$ cat config.mk
export PLATFORM = sky130hd
export DESIGN_NAME = pcs_sync_multi
export DESIGN_NICKNAME = d
export VERILOG_FILES = /design/src/rtl/pcs_sync_pkg.sv /design/src/rtl/cg_classify.sv /design/src/rtl/pcs_sync_multi.sv
export SDC_FILE = /design/constraint.sdc
export NUM_CORES = 1
export LEC_CHECK = 0
export CAP_MARGIN = 30
export CELL_PAD_IN_SITES_DETAIL_PLACEMENT = 2
export CELL_PAD_IN_SITES_GLOBAL_PLACEMENT = 2
export CORE_MARGIN = 8
export CORE_UTILIZATION = 31
export DETAILED_ROUTE_END_ITERATION = 8
export GPL_TIMING_DRIVEN = 0
export PLACE_DENSITY_LB_ADDON = 0.25
export SLEW_MARGIN = 20
export SYNTH_ARGS = -nofsm -noshare
export SYNTH_HDL_FRONTEND = slang
export SYNTH_SLANG_ARGS = --single-unit
$ cat constraint.sdc
create_clock -name clk -period 2.5 [get_ports clk]
set_clock_uncertainty 0.2 [all_clocks]
set_input_delay 0.75 -clock clk [delete_from_list [all_inputs] [get_ports clk]]
set_output_delay 0.75 -clock clk [all_outputs]
set_load 0.01 [all_outputs]
$ cat src/rtl/pcs_sync_pkg.sv
// Shared types and constants for the 1000BASE-X receive synchronization block.
package pcs_sync_pkg;

    typedef enum logic [2:0] {
        LOSS      = 3'd0,
        COMMA_DET = 3'd1,
        ACQ       = 3'd2,
        SYNC_OK   = 3'd3,
        SYNC_ERR  = 3'd4
    } sync_state_e;

    localparam logic [6:0] COMMA_P = 7'b0011111;
    localparam logic [6:0] COMMA_N = 7'b1100000;

endpackage

$ cat src/rtl/cg_classify.sv
// Combinational code-group classifier: comma / data / invalid.
module cg_classify
    import pcs_sync_pkg::*;
(
    input  logic [9:0] rx_code_group,
    input  logic       cg_valid,
    output logic       comma,
    output logic       data,
    output logic       invalid
);

    // Only the seven comma bits take part in classification.
    logic unused_low_bits;
    assign unused_low_bits = ^rx_code_group[2:0];

    always_comb begin
        comma   = (rx_code_group[9:3] == COMMA_P) || (rx_code_group[9:3] == COMMA_N);
        data    = cg_valid & ~comma;
        invalid = ~cg_valid;
    end

endmodule

$ cat src/rtl/pcs_sync_multi.sv
// Parametrised 1000BASE-X receive code-group synchronization (Clause 36 style).
// Optional loss-event counter port is enabled with PCS_SYNC_STATS_EN.
module pcs_sync_multi
    import pcs_sync_pkg::*;
#(
    parameter int unsigned COMMAS_REQ = 3,
    parameter int unsigned ERR_LIMIT  = 3,
    parameter int unsigned GOOD_REQ   = 3,
    parameter int unsigned CNT_W      = 16
) (
    input  logic             clk,
    input  logic             rst,
    input  logic             PUDI,
    input  logic [9:0]       rx_code_group,
    input  logic             cg_valid,
    input  logic             signal_detect,
    output logic [9:0]       x,
    output logic             SUDI,
    output logic             rx_even,
    output logic             sync_status
`ifdef PCS_SYNC_STATS_EN
    ,
    output logic [CNT_W-1:0] loss_events
`endif
);

    localparam logic [2:0] CommasReq = 3'(COMMAS_REQ);
    localparam logic [2:0] ErrLimit  = 3'(ERR_LIMIT);
    localparam logic [3:0] GoodReq   = 4'(GOOD_REQ);

    sync_state_e state_q, state_d;
    logic [2:0]  comma_cnt_q, comma_cnt_d;
    logic [2:0]  err_cnt_q, err_cnt_d;
    logic [3:0]  good_cnt_q, good_cnt_d;
    logic        rx_even_q, rx_even_d;
    logic [9:0]  x_q;
    logic        sudi_q;
    logic        sync_q;

    logic        comma, data, invalid;
    logic        sync_error;
    logic [2:0]  comma_inc;
    logic [3:0]  good_inc;

    cg_classify u_classify (
        .rx_code_group (rx_code_group),
        .cg_valid      (cg_valid),
        .comma         (comma),
        .data          (data),
        .invalid       (invalid)
    );

    // A comma arriving while rx_even is already 1 would land on an odd position.
    assign sync_error = invalid | (comma & rx_even_q);
    assign comma_inc  = (comma_cnt_q == 3'd7) ? 3'd7 : comma_cnt_q + 3'd1;
    assign good_inc   = good_cnt_q + 4'd1;

    always_comb begin
        state_d     = state_q;
        comma_cnt_d = comma_cnt_q;
        err_cnt_d   = err_cnt_q;
        good_cnt_d  = good_cnt_q;
        rx_even_d   = rx_even_q;

        if (PUDI) begin
            if (!signal_detect) begin
                state_d     = LOSS;
                comma_cnt_d = '0;
                err_cnt_d   = '0;
                good_cnt_d  = '0;
                rx_even_d   = ~rx_even_q;
            end else begin
                unique case (state_q)
                    LOSS: begin
                        rx_even_d = ~rx_even_q;
                        if (comma) begin
                            state_d     = COMMA_DET;
                            rx_even_d   = 1'b1;
                            comma_cnt_d = comma_inc;
                        end
                    end
                    COMMA_DET: begin
                        rx_even_d = 1'b0;
                        if (data) begin
                            if (comma_cnt_q == CommasReq) begin
                                state_d    = SYNC_OK;
                                err_cnt_d  = '0;
                                good_cnt_d = '0;
                            end else begin
                                state_d = ACQ;
                            end
                        end else begin
                            state_d     = LOSS;
                            comma_cnt_d = '0;
                        end
                    end
                    ACQ: begin
                        rx_even_d = ~rx_even_q;
                        if (sync_error) begin
                            state_d     = LOSS;
                            comma_cnt_d = '0;
                        end else if (comma) begin
                            state_d     = COMMA_DET;
                            rx_even_d   = 1'b1;
                            comma_cnt_d = comma_inc;
                        end
                    end
                    SYNC_OK, SYNC_ERR: begin
                        rx_even_d = ~rx_even_q;
                        if (sync_error) begin
                            if (err_cnt_q >= ErrLimit) begin
                                state_d     = LOSS;
                                comma_cnt_d = '0;
                                err_cnt_d   = '0;
                                good_cnt_d  = '0;
                            end else begin
                                state_d    = SYNC_ERR;
                                err_cnt_d  = err_cnt_q + 3'd1;
                                good_cnt_d = '0;
                            end
                        end else if (state_q == SYNC_ERR) begin
                            if (good_inc >= GoodReq) begin
                                err_cnt_d  = err_cnt_q - 3'd1;
                                good_cnt_d = '0;
                                if (err_cnt_q == 3'd1) begin
                                    state_d = SYNC_OK;
                                end
                            end else begin
                                good_cnt_d = good_inc;
                            end
                        end
                    end
                    default: begin
                        state_d     = LOSS;
                        comma_cnt_d = '0;
                        err_cnt_d   = '0;
                        good_cnt_d  = '0;
                    end
                endcase
            end
        end
    end

    always_ff @(posedge clk) begin
        if (!rst) begin
            state_q     <= LOSS;
            comma_cnt_q <= '0;
            err_cnt_q   <= '0;
            good_cnt_q  <= '0;
            rx_even_q   <= 1'b0;
            x_q         <= '0;
            sudi_q      <= 1'b0;
            sync_q      <= 1'b0;
        end else begin
            state_q     <= state_d;
            comma_cnt_q <= comma_cnt_d;
            err_cnt_q   <= err_cnt_d;
            good_cnt_q  <= good_cnt_d;
            rx_even_q   <= rx_even_d;
            sudi_q      <= PUDI;
            sync_q      <= (state_d == SYNC_OK) || (state_d == SYNC_ERR);
            if (PUDI) begin
                x_q <= rx_code_group;
            end
        end
    end

    assign x           = x_q;
    assign SUDI        = sudi_q;
    assign rx_even     = rx_even_q;
    assign sync_status = sync_q;

`ifdef PCS_SYNC_STATS_EN
    logic [CNT_W-1:0] loss_q;
    logic             lost;

    assign lost = PUDI && (state_q == SYNC_OK || state_q == SYNC_ERR) && (state_d == LOSS);

    always_ff @(posedge clk) begin
        if (!rst) begin
            loss_q <= '0;
        end else if (lost) begin
            loss_q <= loss_q + 1'b1;
        end
    end

    assign loss_events = loss_q;
`else
    logic [CNT_W-1:0] unused_cnt_w;
    assign unused_cnt_w = '0;
`endif

endmodule

After elaboration in Yosys (flattened, before gate mapping)
Index checks and enable logic that the tools add are counted.
{"block": "totals", "ff_bits": 26, "wordCells": 88}
{"block": "op_classes", "addsub": 4, "order_cmp": 2, "eq_ne": 20, "mux": 39, "n_bitwise": 6, "reduce_logical": 9}
{"op": "$mux 3", "count": 24}
{"op": "$mux 4", "count": 6}
{"op": "$pmux 3 s4", "count": 2}
{"op": "$ne 3x3->1 const B", "count": 5}
{"op": "$eq 3x2->1 const B", "count": 4}
{"op": "$pmux 4 s3", "count": 1}
{"op": "$eq 3x3->1 const B", "count": 3}
{"op": "$pmux 3 s3", "count": 1}
{"op": "$ne 4x4->1 const B", "count": 2}
{"op": "$eq 7x5->1 const B", "count": 1}
{"op": "$eq 7x7->1 const B", "count": 1}
{"op": "$add 3x1->3 const B", "count": 2}
{"op": "$eq 3x1->1 const B", "count": 2}
{"op": "$reduce_and 6->1", "count": 1}
{"op": "$ne 5x1->1 const B", "count": 1}
{"op": "$reduce_and 5->1", "count": 1}
{"op": "$add 4x1->4 const B", "count": 1}
{"op": "$ge 4x2->1 const B", "count": 1}
{"op": "$mux 1", "count": 4}
{"op": "$pmux 1 s4", "count": 1}
{"op": "$reduce_and 4->1", "count": 1}
{"op": "$reduce_or 2->1", "count": 2}
{"op": "$ge 3x2->1 const B", "count": 1}
{"op": "$logic_not 3->1", "count": 1}
{"op": "other kinds (7)", "count": 11}

Depth between registers and ports, before layout
{"block": "logic_depth", "word_depth": 10, "mapped_depth": 8}

By module
From an unflattened synthesis, not the netlist that was laid out.
{"block": "unflattened", "cells_unflattened": 173, "hier_area_um2": 1547.7}
{"mod": "pcs_sync_multi", "n_inst": 1, "cells_each": 165, "area_each_um2": 1490.2}
{"mod": "cg_classify", "n_inst": 1, "cells_each": 8, "area_each_um2": 57.6}

Worst setup path after synthesis
OpenSTA, ideal clock, no wires.
{"block": "synth_timing", "kind": "input -> register", "start": "input port rx_code_group[4]", "end": "register sync_q (netlist: sync_status)", "arrival_time_ns": 1.927, "path_slack_ns": 0.256, "cell_stages": 6, "cell_sequence": "and4bb_1 a221o_1 buf_6 o31ai_1 nor2_1 o2bb2ai_1"}
{"block": "synth_between", "elab_chain_len": 10, "word_cells_on_any_way": 17, "classes_between": "eq/ne: 4; mux: 7; bitwise: 4; reduce/logical: 2"}
{"element": "start, declared", "line_no": "pcs_sync_multi.sv:14", "rtl": "input logic [9:0] rx_code_group,"}
{"element": "$eq 7x5->1 or $eq 7x7->1 (tied branches)", "line_no": "cg_classify.sv:17", "rtl": "comma = (rx_code_group[9:3] == COMMA_P) || (rx_code_group[9:3] == COMMA_N);"}
{"element": "$logic_or 1x1->1 (*)", "line_no": "cg_classify.sv:17"}
{"element": "$and 1x1->1 or $not 1->1 (tied branches)", "line_no": "pcs_sync_multi.sv:54, cg_classify.sv:18"}
{"element": "$or 1x1->1 or $and 1x1->1 (tied branches)", "line_no": "pcs_sync_multi.sv:54, cg_classify.sv:18"}
{"element": "$mux 3, on equally long branches", "line_no": "pcs_sync_multi.sv:110, pcs_sync_multi.sv:84, pcs_sync_multi.sv:99"}
{"element": "$pmux 3 s4 (*)", "line_no": "pcs_sync_multi.sv:73", "rtl": "unique case (state_q)"}
{"element": "$mux 3 (*)", "line_no": "pcs_sync_multi.sv:66", "rtl": "if (!signal_detect) begin"}
{"element": "$mux 3 (*)", "line_no": "pcs_sync_multi.sv:65", "rtl": "if (PUDI) begin"}
{"element": "$eq 3x2->1 or $eq 3x3->1 (tied branches)", "line_no": "pcs_sync_multi.sv:161", "rtl": "sync_q <= (state_d == SYNC_OK) || (state_d == SYNC_ERR);"}
{"element": "$logic_or 1x1->1 (*)", "line_no": "pcs_sync_multi.sv:161"}
{"element": "end signal, assigned", "line_no": "pcs_sync_multi.sv:161"}
{"element": "end, declared", "line_no": "pcs_sync_multi.sv:38", "rtl": "logic sync_q;"}
Every way passes the cells marked *; elsewhere a longest branch is shown, timed or not.
A chain may end at the register's enable or synchronous reset.

Final worst setup path
{"block": "layout_timing", "start": "input port rx_code_group[7]", "end": "register good_cnt_q[1]"}
{"block": "layout_between", "elab_chain_len": 7, "word_cells_on_any_way": 13, "classes_between": "eq/ne: 4; mux: 3; bitwise: 4; reduce/logical: 2"}
{"element": "$eq 7x5->1 or $eq 7x7->1 (tied branches)", "line_no": "cg_classify.sv:17"}
{"element": "$logic_or 1x1->1 (*)", "line_no": "cg_classify.sv:17"}
{"element": "$and 1x1->1", "line_no": "pcs_sync_multi.sv:54", "rtl": "assign sync_error = invalid | (comma & rx_even_q);"}
{"element": "$or 1x1->1", "line_no": "pcs_sync_multi.sv:54"}
{"element": "$mux 4", "line_no": "pcs_sync_multi.sv:110", "rtl": "if (sync_error) begin"}
{"element": "$pmux 4 s3", "line_no": "pcs_sync_multi.sv:73"}
{"element": "$mux 4", "line_no": "pcs_sync_multi.sv:66"}
{"element": "end signal, assigned", "line_no": "pcs_sync_multi.sv:158", "rtl": "good_cnt_q <= good_cnt_d;"}
{"element": "end, declared", "line_no": "pcs_sync_multi.sv:34", "rtl": "logic [3:0] good_cnt_q, good_cnt_d;"}
Marks and branches as above.

==> out/qor.txt <==
Outcome -> finished, final reports clean
Startpoint types -> input port
Post-DRT Antenna Nets -> 0
MaxCap Viol Count -> 0
VDD IR max -> 234 uV
CP Capture Type -> flip-flop
Final setup violation count -> 0
Synth top area share -> 0.330
Comb power frac -> 0.141
Final cycle utilization of the critical path -> 0.970
Worst path cell trace -> dlygate4sd2_1 -> and4_1 -> a221o_2 -> nor2b_4 -> o21ai_4 -> mux2i_1 -> nor2b_1
CTS max path bufs -> 2
Final-layout fill cell count -> 584
Slew @ Worst Pin -> 527 ps
Met2 usage -> 0.244
Syn-to-layout area delta -> 28.3%
Grt met3 use -> 0.0217
Die ar. -> 0.00763 mm^2
Final wirelength -> 5010 um
Synth Instances -> 177
Drt first pass iters -> 4
Clock share of power -> 0.387
Total GRT Usage -> 0.139
Slew Limit Fails -> 0
Iter 0 DRT Violations -> 33
Share of cells above drive strength 1 -> 0.114
Distinct cell type count after synthesis -> 50
Internal power -> 706 uW
Skew-Pair Late Insertion Delay -> 280 ps
Fin area -> 0.00203 mm^2
Async set-reset flop share out of synthesis -> 0
Area after DPL -> 0.00193 mm^2
Residual DRC count -> 0
# H-tree levels -> 1
Slew HR -> 0.649
Final core occ -> 0.404
Fin Hold WS -> 307 ps
Core area -> 0.00501 mm^2
GRT Max-Usage Layer -> met2
Critical Path RT -> 2480 ps
Sequential fraction of the synthesis area -> 0.330
CP max-delay cell -> a221o_2
Leak Pwr -> 0.830 nW
Highest clock rate -> 412 MHz
Hold Fails Final Rpt -> 0
GR Overflow Total -> 0
FF+latch count, synth -> 26
Post-Syn Area -> 0.00158 mm^2
Ranking of synthesized cells by area -> dfxtp_1 33%, mux2i_1 11%, nor2b_1 7.5%
Syn Area/Cell -> 8.92 um^2
Io pins -> 28
EDFF count, synth -> 0
Most frequent cell after synthesis -> dfxtp_1
Via count of the first global-routing pass -> 1558
Crit path arrival time -> 2400 ps
WP buf/inv -> 1
Crit Path Category -> input port to flip-flop
Cells after DPL -> 273
Net Switching -> 214 uW
Class of the worst hold path -> flip-flop to flip-flop
Initial antenna violation count -> 0
Clk Tree Root Cell -> clkbuf_8
GRT met1 Usage -> 0.166
Clock Sinks -> 26
Die W -> 87.4 um
Num CTS Buffers -> 3
Ys flop type -> dfxtp_1
Standard-cell rows -> 26
IO buf count -> 26
Largest net degree at the start of global routing -> 16
Die height -> 87.4 um
Reg power frac -> 0.472
Gp weighted congestion -> 0.758
CP max stage delay -> 430 ps
WL per Instance -> 17.9 um
Power Dens Cells -> 454 mW/mm^2
Most instantiated cells after synthesis -> 26 x dfxtp_1, 19 x nor2b_1, 17 x mux2i_1
Final Instance Count excl. Fillers -> 280
Sw frac -> 0.233
Diode count -> 0
Final HPWL DP -> 3900 um
Crit path max fanout -> 6
Nets@finish -> 233
Vias per cell -> 5.23
RSZ-0062 raised after global routing -> false
Yosys warns -> 0
Clk slew on worst S/H paths -> 90 ps
Final min period -> 2430 ps
CP top delay family -> compound AO/OA/AOI/OAI gates
Global-route wire length before repair -> 8200 um
CTS tree -> built
Initial Util -> 0.315
Routed via count -> 1464
Syn Nets -> 199
Synth area leader -> dfxtp_1
==> sequential cells by signal, indices dropped and copies added, names as in the netlist <==
signal / flops
x: 10
good_cnt_q: 4
comma_cnt_q: 3
err_cnt_q: 3
state_q: 3
SUDI: 1
rx_even: 1
sync_status: 1
==> timing repair <==
item,4_1_cts,5_1_grt
buffers inserted,1,2
hold buffers,0,0
endpoints found under the hold margin,0,0
pin swaps,4,3
setup endpoints to repair,15,3
resized for setup,15,8
==> final cells by class <==
type | instances | area, um^2 | share of cell area
Tap cell | 70 | 87.6 | 0.0432
Buffer | 9 | 45.0 | 0.0222
Multi-Input combinational cell | 136 | 1020 | 0.502
Timing Repair Buffer | 29 | 263 | 0.130
Clock buffer | 3 | 41.3 | 0.0204
Sequential cell | 26 | 520 | 0.257
Inverter | 6 | 22.5 | 0.0111
Clock inverter | 1 | 30.0 | 0.0148
==> per-stage QoR <==
step / power, mW / setup slack (ps) / TNS, ps
3_3_place_gp: 0.568 / -477 / -7190
5_1_grt: 0.963 / 6.57 / 0
6_report: 0.920 / 75.0 / 0
4_1_cts: 0.934 / 27.5 / 0
3_5_place_dp: 0.575 / -584 / -9230
2_1_floorplan: 0.504 / 256 / 0
==> worst min-delay path, stage by stage, from the launching register on <==
cell and delay, ps:
dfxtp_1 350, nand2_1 70, mux2i_1 50
==> per-layer routing <==
metal / vias to the layer above / routed length, um
li1: 709 / -
met1: 743 / 2300
met2: 7 / 2580
met3: 5 / 70
met4: 0 / 51
met5: - / 0
==> cells by family (layout without fill, tap and decap cells) <==
kind of cell / count (synthesis) / in the layout / synth area share
DFF: 26 / 26 / 0.330
AOI/OAI and AO/OA: 39 / 39 / 0.184
buffers and inverters: 15 / 48 / 0.0420
adders and majority gates: 7 / 7 / 0.0555
xor gates and xnor gates: 1 / 1 / 0.00555
muxes: 17 / 17 / 0.108
and+or+nand+nor: 72 / 72 / 0.276
==> cells in the final DEF (no fill, tap or decap), types with 3 or more instances in the layout <==
cell	instances
clkbuf_2	3
buf_4	3
nand2_1	11
nor4_1	3
o211ai_1	4
ha_1	7
and2_1	3
clkbuf_8	3
buf_2	3
a21oi_1	5
o21ai_0	5
inv_1	6
clkbuf_1	5
nor2_1	10
nand3_1	4
clkdlybuf4s50_1	18
and3_1	3
and3b_1	3
dlygate4sd2_1	4
nor2b_1	18
mux2i_1	17
dfxtp_1	26
==> power by group through the flow <==
stage | registers [mW] | clock network (mW) | logic [mW]
global route | 0.436 | 0.386 | 0.141
floorplan | 0.448 | 0 | 0.0563
finish | 0.434 | 0.356 | 0.130
global placement | 0.443 | 0 | 0.126
detailed placement | 0.444 | 0 | 0.131
CTS | 0.434 | 0.370 | 0.130
==> final timing paths <==
kind	startpoint	to	slack (ps)	depth (start not counted)
worst max-delay path	rx_code_group[7]	good_cnt_q[1]$_SDFFE_PN0P_	70	7
worst min-delay path	err_cnt_q[1]$_SDFFE_PN0P_	err_cnt_q[1]$_SDFFE_PN0P_	310	2
worst max register to register	state_q[1]$_SDFF_PN0_	comma_cnt_q[1]$_SDFFE_PN0P_	280	7
worst min register to register	err_cnt_q[1]$_SDFFE_PN0P_	err_cnt_q[1]$_SDFFE_PN0P_	310	2
Note: power is estimated with default switching activity, not from simulation.
